<file path="config.mk">
export PLATFORM = sky130hd
export DESIGN_NAME = booth_mult_unit_flat
export DESIGN_NICKNAME = d
export VERILOG_FILES = /design/src/rtl/booth_mult_unit_pkg.sv /design/src/rtl/booth_mult_unit_if.sv /design/src/rtl/booth_mult_unit_step.sv /design/src/rtl/booth_mult_unit.sv /design/src/flat_wrapper.sv
export SDC_FILE = /design/constraint.sdc
export NUM_CORES = 1
export LEC_CHECK = 0
export CAP_MARGIN = 20
export CORE_ASPECT_RATIO = 1.5
export CORE_MARGIN = 2
export CORE_UTILIZATION = 44
export CTS_CLUSTER_SIZE = 20
export DETAILED_ROUTE_END_ITERATION = 6
export GPL_TIMING_DRIVEN = 0
export PLACE_DENSITY = 0.67
export SLEW_MARGIN = 20
export SYNTH_ARGS = -nofsm -noshare
export SYNTH_HDL_FRONTEND = slang
export SYNTH_SLANG_ARGS = --single-unit
</file>
<file path="constraint.sdc">
create_clock -name clock -period 4.65 [get_ports clock]
set_input_delay 0.465 -clock clock [delete_from_list [all_inputs] [get_ports clock]]
set_output_delay 0.465 -clock clock [all_outputs]
set_load 0.05 [all_outputs]
</file>
<file path="src/rtl/booth_mult_unit_pkg.sv">
// Shared definitions for the Booth multiplier slice.
//   state_t       : FSM states (IDLE / RUN / DONE)
//   MODE_*        : values of signed_mode
//   cnt_width()   : width of a counter that must hold 0..w1
package mult_pkg;

  typedef enum logic [1:0] {
    IDLE = 2'd0,
    RUN  = 2'd1,
    DONE = 2'd2
  } state_t;

  localparam logic MODE_UNSIGNED = 1'b0;
  localparam logic MODE_SIGNED   = 1'b1;

  function automatic int cnt_width(input int w1);
    return $clog2(w1 + 1);
  endfunction

endpackage

</file>
<file path="src/rtl/booth_mult_unit_if.sv">
// Request/response bundle between the control unit (master) and the
// multiplier (slave).
//   start, signed_mode, op_a, op_b : request, sampled when the unit is idle
//   busy, done, prod_hi, prod_lo   : status and registered result
interface booth_mult_unit_if #(parameter int WIDTH = 32);
  logic             start;
  logic             signed_mode;
  logic [WIDTH-1:0] op_a;
  logic [WIDTH-1:0] op_b;
  logic             busy;
  logic             done;
  logic [WIDTH-1:0] prod_hi;
  logic [WIDTH-1:0] prod_lo;

  modport master (output start, signed_mode, op_a, op_b,
                  input  busy, done, prod_hi, prod_lo);
  modport slave  (input  start, signed_mode, op_a, op_b,
                  output busy, done, prod_hi, prod_lo);
endinterface

</file>
<file path="src/rtl/booth_mult_unit_step.sv">
// One radix-2 Booth step, purely combinational.
//   a, q, q_1 : current accumulator {A,Q,q_1}
//   m         : multiplicand (already extended to W1 bits)
//   a_nxt, q_nxt, q1_nxt : accumulator after add/sub and arithmetic shift
module booth_radix2_step #(parameter int W1 = 33) (
  input  logic [W1-1:0] a,
  input  logic [W1-1:0] q,
  input  logic          q_1,
  input  logic [W1-1:0] m,
  output logic [W1-1:0] a_nxt,
  output logic [W1-1:0] q_nxt,
  output logic          q1_nxt
);
  logic [W1-1:0] sum;

  always_comb begin
    sum = a;
    case ({q[0], q_1})
      2'b01:   sum = a + m;
      2'b10:   sum = a - m;
      default: sum = a;
    endcase
    // Arithmetic shift right of {sum,q,q_1}: sign of A is replicated.
    a_nxt  = {sum[W1-1], sum[W1-1:1]};
    q_nxt  = {sum[0], q[W1-1:1]};
    q1_nxt = q[0];
  end
endmodule

</file>
<file path="src/rtl/booth_mult_unit.sv">
// Sequential radix-2 Booth multiplier, signed or unsigned per operation.
//   clock, reset : clock and async active-low reset
//   bus (slave)  : start/operands in; busy/done/prod_hi/prod_lo out
// Operands are extended to WIDTH+1 bits so one signed datapath serves both
// modes; WIDTH+1 steps then yield an exact 2*WIDTH-bit product.
module booth_mult_unit
  import mult_pkg::*;
#(
  parameter int WIDTH = 32
) (
  input  logic               clock,
  input  logic               reset,
  booth_mult_unit_if.slave   bus
);
  localparam int W1 = WIDTH + 1;
  localparam int CW = cnt_width(W1);

  state_t          state, state_nxt;
  logic [CW-1:0]   cnt;
  logic [W1-1:0]   a, q, m;
  logic            q1;
  logic [W1-1:0]   a_nxt, q_nxt;
  logic            q1_nxt;
  logic [WIDTH-1:0] prod_hi, prod_lo;
  logic            done_r;
  logic            busy;
  logic            op_zero;
  logic            last;
  logic [W1-1:0]   ext_a, ext_b;
  logic            unused_top;

  assign op_zero = (bus.op_a == '0) || (bus.op_b == '0);
  assign last    = (cnt == CW'(W1 - 1));
  assign ext_a   = {bus.signed_mode & bus.op_a[WIDTH-1], bus.op_a};
  assign ext_b   = {bus.signed_mode & bus.op_b[WIDTH-1], bus.op_b};
  // Top two accumulator bits are pure sign extension of the product.
  assign unused_top = ^a[W1-1:W1-2];

  booth_radix2_step #(.W1(W1)) u_step (
    .a      (a),
    .q      (q),
    .q_1    (q1),
    .m      (m),
    .a_nxt  (a_nxt),
    .q_nxt  (q_nxt),
    .q1_nxt (q1_nxt)
  );

  // State register
  always_ff @(posedge clock or negedge reset) begin
    if (!reset) state <= IDLE;
    else        state <= state_nxt;
  end

  // Next-state logic
  always_comb begin
    state_nxt = state;
    case (state)
      IDLE:    if (bus.start) state_nxt = op_zero ? DONE : RUN;
      RUN:     if (last)      state_nxt = DONE;
      DONE:    state_nxt = IDLE;
      default: state_nxt = IDLE;
    endcase
  end

  // Output logic (decoded from registered state only)
  always_comb begin
    busy = (state != IDLE);
  end

  // Datapath
  always_ff @(posedge clock or negedge reset) begin
    if (!reset) begin
      cnt     <= '0;
      a       <= '0;
      q       <= '0;
      q1      <= 1'b0;
      m       <= '0;
      prod_hi <= '0;
      prod_lo <= '0;
      done_r  <= 1'b0;
    end else begin
      done_r <= (state == DONE);
      case (state)
        IDLE: if (bus.start) begin
          // Zero fast path: a cleared accumulator is already the product.
          a   <= '0;
          q   <= op_zero ? '0 : ext_b;
          q1  <= 1'b0;
          m   <= ext_a;
          cnt <= '0;
        end
        RUN: begin
          a   <= a_nxt;
          q   <= q_nxt;
          q1  <= q1_nxt;
          cnt <= cnt + 1'b1;
        end
        DONE: begin
          prod_hi <= {a[WIDTH-2:0], q[WIDTH]};
          prod_lo <= q[WIDTH-1:0];
        end
        default: ;
      endcase
    end
  end

  assign bus.busy    = busy;
  assign bus.done    = done_r;
  assign bus.prod_hi = prod_hi;
  assign bus.prod_lo = prod_lo;
endmodule

</file>
<file path="src/flat_wrapper.sv">
// flat-port wrapper written by rule: the top's interface ports become plain ports
module booth_mult_unit_flat import mult_pkg::*;
#(
  parameter int WIDTH = 32
)
  (clock, reset, bus_start, bus_signed_mode, bus_op_a, bus_op_b, bus_busy, bus_done, bus_prod_hi, bus_prod_lo);
  booth_mult_unit_if #(.WIDTH(WIDTH)) bus_i ();
  input  logic clock;
  input  logic reset;
  input wire logic [$bits(bus_i.start)-1:0] bus_start;
  input wire logic [$bits(bus_i.signed_mode)-1:0] bus_signed_mode;
  input wire logic [$bits(bus_i.op_a)-1:0] bus_op_a;
  input wire logic [$bits(bus_i.op_b)-1:0] bus_op_b;
  output wire logic [$bits(bus_i.busy)-1:0] bus_busy;
  output wire logic [$bits(bus_i.done)-1:0] bus_done;
  output wire logic [$bits(bus_i.prod_hi)-1:0] bus_prod_hi;
  output wire logic [$bits(bus_i.prod_lo)-1:0] bus_prod_lo;
  assign bus_i.start = bus_start;
  assign bus_i.signed_mode = bus_signed_mode;
  assign bus_i.op_a = bus_op_a;
  assign bus_i.op_b = bus_op_b;
  assign bus_busy = bus_i.busy;
  assign bus_done = bus_i.done;
  assign bus_prod_hi = bus_i.prod_hi;
  assign bus_prod_lo = bus_i.prod_lo;
  booth_mult_unit #(.WIDTH(WIDTH)) u_core (.clock(clock), .reset(reset), .bus(bus_i));
endmodule
</file>
==> results of run 1 <==
-- metal layers --
metal  track usage, %  share of wire (%)  up-vias
met5                0                  0        -
met4             9.75                2.9        0
met3             5.25                5.7       42
met2             44.3                 53      234
met1             27.8                 38     3859
li1                 -                  -     3772
-- stage by stage --
stage | std cells | utilization, % | worst slack [ns]
floorplan | 956 | - | 0.945
global placement | 1357 | 52.6 | -4.04
detailed placement | 1359 | 52.9 | 0.0245
CTS | 1392 | 55.8 | 0.0555
global route | 1392 | 56.0 | 0.104
finish | 1392 | 56.0 | 0.361
-- cell usage after synthesis (3+ instances only) --
cell type    n
a211oi_1     9
a21o_1      17
a21oi_1     44
a222oi_1    31
a22o_1       5
a22oi_1     14
a31oi_1      9
and2_1       5
buf_1        8
clkbuf_1    40
dfrtp_1    172
ha_1        36
inv_1       54
mux2_2      63
mux2i_1      4
nand2_1    128
nand2b_1     6
nand3_1     27
nand4_1     17
nor2_1      57
nor3_1      17
nor4_1      18
o211ai_1     6
o21a_1       4
o21ai_0     52
o21ai_1      3
o21bai_1     5
o22ai_1      3
o31ai_1     10
or3_1        4
xnor2_1     48
xor2_1       9
-- path summary, 6_finish.rpt --
check,start,cells after the start,to,slack [ns]
hold / removal,u_core.bus.prod_hi[5],1,u_core.bus.prod_hi[5],0.50
min in group asynchronous,reset,2,u_core.bus.prod_lo[27],0.52
setup reg to reg,u_core.m[3],16,u_core.a[26],0.36
setup / recovery,u_core.m[3],16,u_core.a[26],0.36
hold reg to reg,u_core.bus.prod_hi[5],1,u_core.bus.prod_hi[5],0.50
max in group asynchronous,reset,3,u_core.bus.prod_hi[29],3.47
-- worst max-delay path, delay by kind of cell (launching register included) --
family                   cells  cell delay [ns]
AO/OA/AOI/OAI                7             1.48
XOR/XNOR                     2             0.37
adder cells (fa/ha/maj)      1             0.26
buffers and inverters        1             0.17
flip-flops                   1             0.42
AND/OR/NAND/NOR              5             1.49
-- registers in the layout, summed over array words and instances (netlist names) --
signal              flops
u_core.bus.prod_lo     32
u_core.cnt              6
u_core.bus.done         1
u_core.state            2
u_core.m               33
u_core.q1               1
u_core.q               33
u_core.bus.prod_hi     32
u_core.a               32
-- final cells by class --
| class | instances | area (um2) | share of cell area, % |
|---|---|---|---|
| multi-input combinational | 681 | 4680 | 40.0 |
| tap | 268 | 335 | 2.87 |
| clock inverter | 14 | 154 | 1.32 |
| inverter | 54 | 203 | 1.73 |
| timing repair buffer | 136 | 1400 | 12.0 |
| clock buffer | 18 | 439 | 3.75 |
| sequential | 172 | 4300 | 36.8 |
| buffer | 49 | 185 | 1.58 |
-- cell families (layout without fill, tap and decap cells) --
kind of cell             Yosys count  count (layout)
flip-flops                       172             172
AO/OA/AOI/OAI                    227             227
buffers and inverters            103             271
adder cells (fa/ha/maj)           37              37
AND/OR/NAND/NOR                  293             293
multiplexers                      67              67
XOR/XNOR                          57              57
-- what timing repair did --
action                                 4_1_cts  5_1_grt
endpoints found under the hold margin       50        0
setup endpoints to repair                    1        7
gates resized for setup                      1        6
hold buffers                                 1        0
-- power by group --
part / internal, uW / switching (uW)
logic: 2570 / 3890
clock network: 776 / 669
registers: 2100 / 566
total: 5440 / 5130
==> flow_metrics.py, run 1 <==
metrics = {
    "logic_synthesis": {
        "synth_top_area_cell": "dfrtp_1",
        "synth_fa_ha_area_share_pct": 5.04,
        "synthTopCellsByArea": "dfrtp_1 46%, mux2_2 7.6%, nand2_1 5.1%, ha_1 4.8%, xnor2_1 4.5%",
        "synth_edf_count": 0,
        "synth_simple_gate_area_share_pct": 14.6,
        "ys_ff_latch": 172,
        "avgSynthCellArea_um2": 9.76,
        "ys_async_sr_fraction_pct": 100,
        "synth_compound_area_share_pct": 16.7,
        "synth_nets": 1061,
        "yosys.area_share.xor_xnor_pct": 5.35,
        "yosysSeqAreaShare_pct": 46.1,
        "yosysTopAreaCellShare_pct": 46.1,
        "synth_cell_types": 58,
        "synthCells": 956,
        "yosys_warnings": 0,
        "ys_dominant_reg_cell": "dfrtp_1",
        "synth_top_family_by_area": "compound AO/OA/AOI/OAI gates",
        "syn_area_um2": 9330,
        "synthMuxAreaShare_pct": 8.03,
    },
    "timing": {
        "setup_tns_ns": 0,
        "drv_slew": 0,
        "worst_pin_slew_ns": 0.890,
        "hold_viol_final": 0,
        "relSlewSlack_pct": 40.6,
        "period_needed_ns": 4.29,
        "holdWs_ns": 0.503,
        "fin_skew_ns": 0.0101,
        "post-route-period-util_pct": 92.2,
        "finalSetupViolations": 0,
        "rsz0062_at_grt": "false",
        "fmax_ghz": 0.233,
    },
    "cells_and_area": {
        "layout_commonest_cell": "dfrtp_1",
        "final_area_um2": 11700,
        "final.fill_count": 1883,
        "nets": 1216,
        "syn_to_final_growth_pct": 25.3,
        "diodes": 0,
        "drive_gt1_share_pct": 10.2,
        "final_cell_mix": "172 x dfrtp_1, 132 x clkdlybuf4s50_1, 127 x nand2_1",
    },
    "clock_network": {
        "cts_root_buf": "clkbuf_16",
        "clock_latency_ns": 0.45,
        "cts_tree": "yes",
        "cts-htree-levels": 4,
        "cts_sinks": 172,
        "path_clk_slew_ns": 0.07,
        "clk_path_buf_depth": 2,
        "numCtsBuffers": 17,
        "post_cts.repair.setup_buffers": 0,
    },
    "floorplanning": {
        "core_um2": 20900,
        "die_area_um2": 22400,
        "rows": 65,
        "pin_count": 134,
        "fp.dieW_um": 123,
        "start_util_pct": 44.7,
        "die_h_um": 182,
    },
    "grt": {
        "grt_pass1_wl_um": 42100,
        "grt_pass1_vias": 8035,
        "gr-total-overflow": 0,
        "antenna_found_initial": 0,
        "grt_usage_pct": 24.6,
        "grt_max_degree": 64,
    },
    "critical_path": {
        "cpPeakStageDelay_ns": 0.46,
        "cp.arrival_ns": 4.64,
        "start_kind": "flop",
        "crit_path_top_delay_cell": "or3_1",
        "worstSetupPathType": "reg -> reg",
        "critPathCaptureType": "flop",
        "path_cells": "or3_1, nor4_4, nand2_1, nor2_2, a21oi_1, xnor2_1, ha_1, buf_2, a21oi_1, o21ai_0, a221oi_2, o2111ai_1, nand2_1, o21ai_0, xnor2_1, o211ai_1",
        "worstPathRequired_ns": 5.00,
        "crit_path_max_fanout": 7,
    },
    "flow_run": {
        "cap_violations": 0,
    },
    "place": {
        "port_buffers": 133,
        "gp_congestion": 0.883,
        "postPlaceCellArea_um2": 11100,
        "place_hpwl_um": 20400,
    },
    "outcome": {
        "violations": "DRC",
        "status": "complete, but fails checks",
    },
    "route": {
        "viasPerCell": 5.68,
        "drtPass1Iterations": 7,
        "wl_um": 26600,
        "drc": 5,
        "drtAntennaViolNets": 0,
        "drtIter0Drc": 496,
        "routedWlPerCell_um": 19.1,
        "num_vias": 7907,
    },
    "worst_hold_path": {
        "hold_class": "reg -> reg",
    },
    "pwr": {
        "irDropWorstVdd_uv": 418,
        "total_power_uw": 10600,
        "p_per_area_nw_per_um2": 904,
        "p_leak_uw": 0.00510,
    },
}
(Power assumes the default switching activity.)
==> inputs of run 2 (changes only) <==
Settings changed: CORE_UTILIZATION 44 to 55, PLACE_DENSITY 0.67 to 0.8.
==> run 2 against run 1 <==
  * The run now ends clean
  * Global-route usage rose by 6.0 points
  * Total power up 0.54%
  * Hold slack got worse by 0.50 ns
  * Largest cell class unchanged
  * Largest power group unchanged
  * Highest routed layer unchanged
==> flow_metrics.py, run 2 (synthesis results as in run 1) <==
metrics = {
    "outcome": {
        "status": "finished clean",
    },
    "critical_path": {
        "crit_start": "u_core.m[3]",
        "cpPeakStageDelay_ns": 0.44,
        "critPathCaptureType": "flop",
        "cpMostUsedCell": "nand2_1",
        "worstPathRequired_ns": 4.96,
        "worstSetupPathType": "reg -> reg",
        "crit_path_top_delay_cell": "or3_1",
        "path_cells": "or3_1, nor4_2, nand2_1, nor2_1, a21oi_1, xnor2_1, ha_1, clkbuf_1, nand2_1, nor3_1, nand2_1, o2111ai_1, nand2_1, o31ai_1, xnor2_1, o211ai_1",
        "reg2reg_from": "u_core.m[3]",
        "cp.arrival_ns": 4.69,
        "crit_path_max_fanout": 7,
        "start_kind": "flop",
    },
    "pwr": {
        "irDropWorstVdd_uv": 400,
        "p_per_area_nw_per_um2": 915,
        "p_leak_uw": 0.00509,
    },
    "grt": {
        "gr-total-overflow": 0,
        "grt_pass1_vias": 8395,
        "grt_max_degree": 90,
        "grt_usage_pct": 30.6,
        "grt_pass1_wl_um": 42200,
        "antenna_found_initial": 0,
    },
    "floorplanning": {
        "rows": 58,
        "start_util_pct": 55.9,
        "core_um2": 16700,
        "fp.dieW_um": 110,
        "die_area_um2": 18100,
        "die_h_um": 164,
        "pin_count": 134,
    },
    "cells_and_area": {
        "drive_gt1_share_pct": 9.80,
        "diodes": 0,
        "stdcell_count": 1332,
        "layout_commonest_cell": "dfrtp_1",
        "syn_to_final_growth_pct": 24.4,
        "multi_input_area_um2": 4650,
        "final_area_um2": 11600,
        "nets": 1214,
        "utilization_pct": 69.6,
        "final.fill_count": 1312,
        "largest_registers": "u_core.m x33, u_core.q x33",
        "ff_latch_area_um2": 4300,
        "final_cell_mix": "172 x dfrtp_1, 132 x clkdlybuf4s50_1, 128 x nand2_1",
    },
    "flow_run": {
        "cap_violations": 0,
    },
    "clock_network": {
        "path_clk_slew_ns": 0.08,
        "clk_path_buf_depth": 2,
        "cts_tree": "yes",
        "post_cts.repair.setup_buffers": 0,
        "cts-htree-levels": 4,
        "cts_root_buf": "clkbuf_16",
        "clock_latency_ns": 0.44,
        "cts_sinks": 172,
        "numCtsBuffers": 17,
    },
    "place": {
        "port_buffers": 133,
        "placedCellCount": 1300,
        "postPlaceCellArea_um2": 11000,
        "place_hpwl_um": 19400,
        "place_ws_ns": 0.141,
        "gp_congestion": 0.916,
    },
    "route": {
        "routedWlPerCell_um": 19.5,
        "viasPerCell": 6.12,
        "drtAntennaViolNets": 0,
        "drtPass1Iterations": 7,
        "drc": 0,
        "drtIter0Drc": 639,
        "num_vias": 8154,
        "wl_um": 26000,
    },
    "worst_hold_path": {
        "hold_class": "in -> async",
    },
    "timing": {
        "worst_pin_slew_ns": 0.784,
        "finalWorstSetupSlack_ns": 0.268,
        "drv_slew": 0,
        "hold_viol_final": 0,
        "fmax_ghz": 0.228,
        "finalSetupViolations": 0,
        "period_needed_ns": 4.38,
        "setup_tns_ns": 0,
        "fin_skew_ns": 0.0147,
        "rsz0062_at_grt": "false",
        "relSlewSlack_pct": 46.9,
        "post-route-period-util_pct": 94.2,
    },
}
==> run 2: power by group <==
group          switching [uW]  internal [uW]  total, uW
Combinational            3880           2560       6430
Clock                     739            793       1530
Sequential                563           2100       2660
Total                    5180           5450      10600
==> run 2: layout make-up <==
type                    instances  area share (%)
plain buffers                  49            1.59
clock buffers                  17            3.66
flip-flops and latches        172            37.1
repair buffers                134            11.7
well taps                     210            2.26
inverters                      54            1.75
multi-input cells             681            40.0
clock inverters                15            1.87
==> run 2: what timing repair did <==
action                                  4_1_cts  5_1_grt
resized for setup                             0        2
hold buffers                                  0        0
endpoints found under the setup margin        0        6
==> run 2: through the flow <==
| step | hold WS [ns] | power, uW |
|---|---|---|
| finish | 0.00243 | 10600 |
| global route | 0.0582 | 11400 |
| CTS | 0.0395 | 10600 |
| detailed placement | 0.482 | 8980 |
| global placement | 0.475 | 8870 |
| floorplan | 0.169 | 7320 |
==> run 2: path summary, 6_finish.rpt <==
check | end | slack [ns] | cells past startpoint
setup / recovery | u_core.a[30] | 0.27 | 16
hold / removal | u_core.bus.prod_hi[3] | 0.002 | 1
setup reg to reg | u_core.a[30] | 0.27 | 16
hold reg to reg | u_core.bus.prod_hi[1] | 0.50 | 2
max in group asynchronous | u_core.bus.prod_hi[27] | 3.80 | 2
min in group clock | u_core.bus.prod_hi[1] | 0.50 | 2
==> run 2: routing by layer <==
layer | track usage, % | vias up | share of wire, %
met1 | 34.6 | 3968 | 37
met5 | 0 | - | 0
met2 | 52.9 | 337 | 52
met3 | 7.02 | 74 | 6.8
met4 | 15.9 | 0 | 4.3
li1 | - | 3775 | -
==> run 2: worst max-delay path, delay by kind of cell (launching register included) <==
kind | cells | cell delay [ns]
and+or+nand+nor | 8 | 2.03
DFF | 1 | 0.43
AOI/OAI and AO/OA | 4 | 0.90
xor gates and xnor gates | 2 | 0.34
buffers and inverters | 1 | 0.26
adders and majority gates | 1 | 0.28
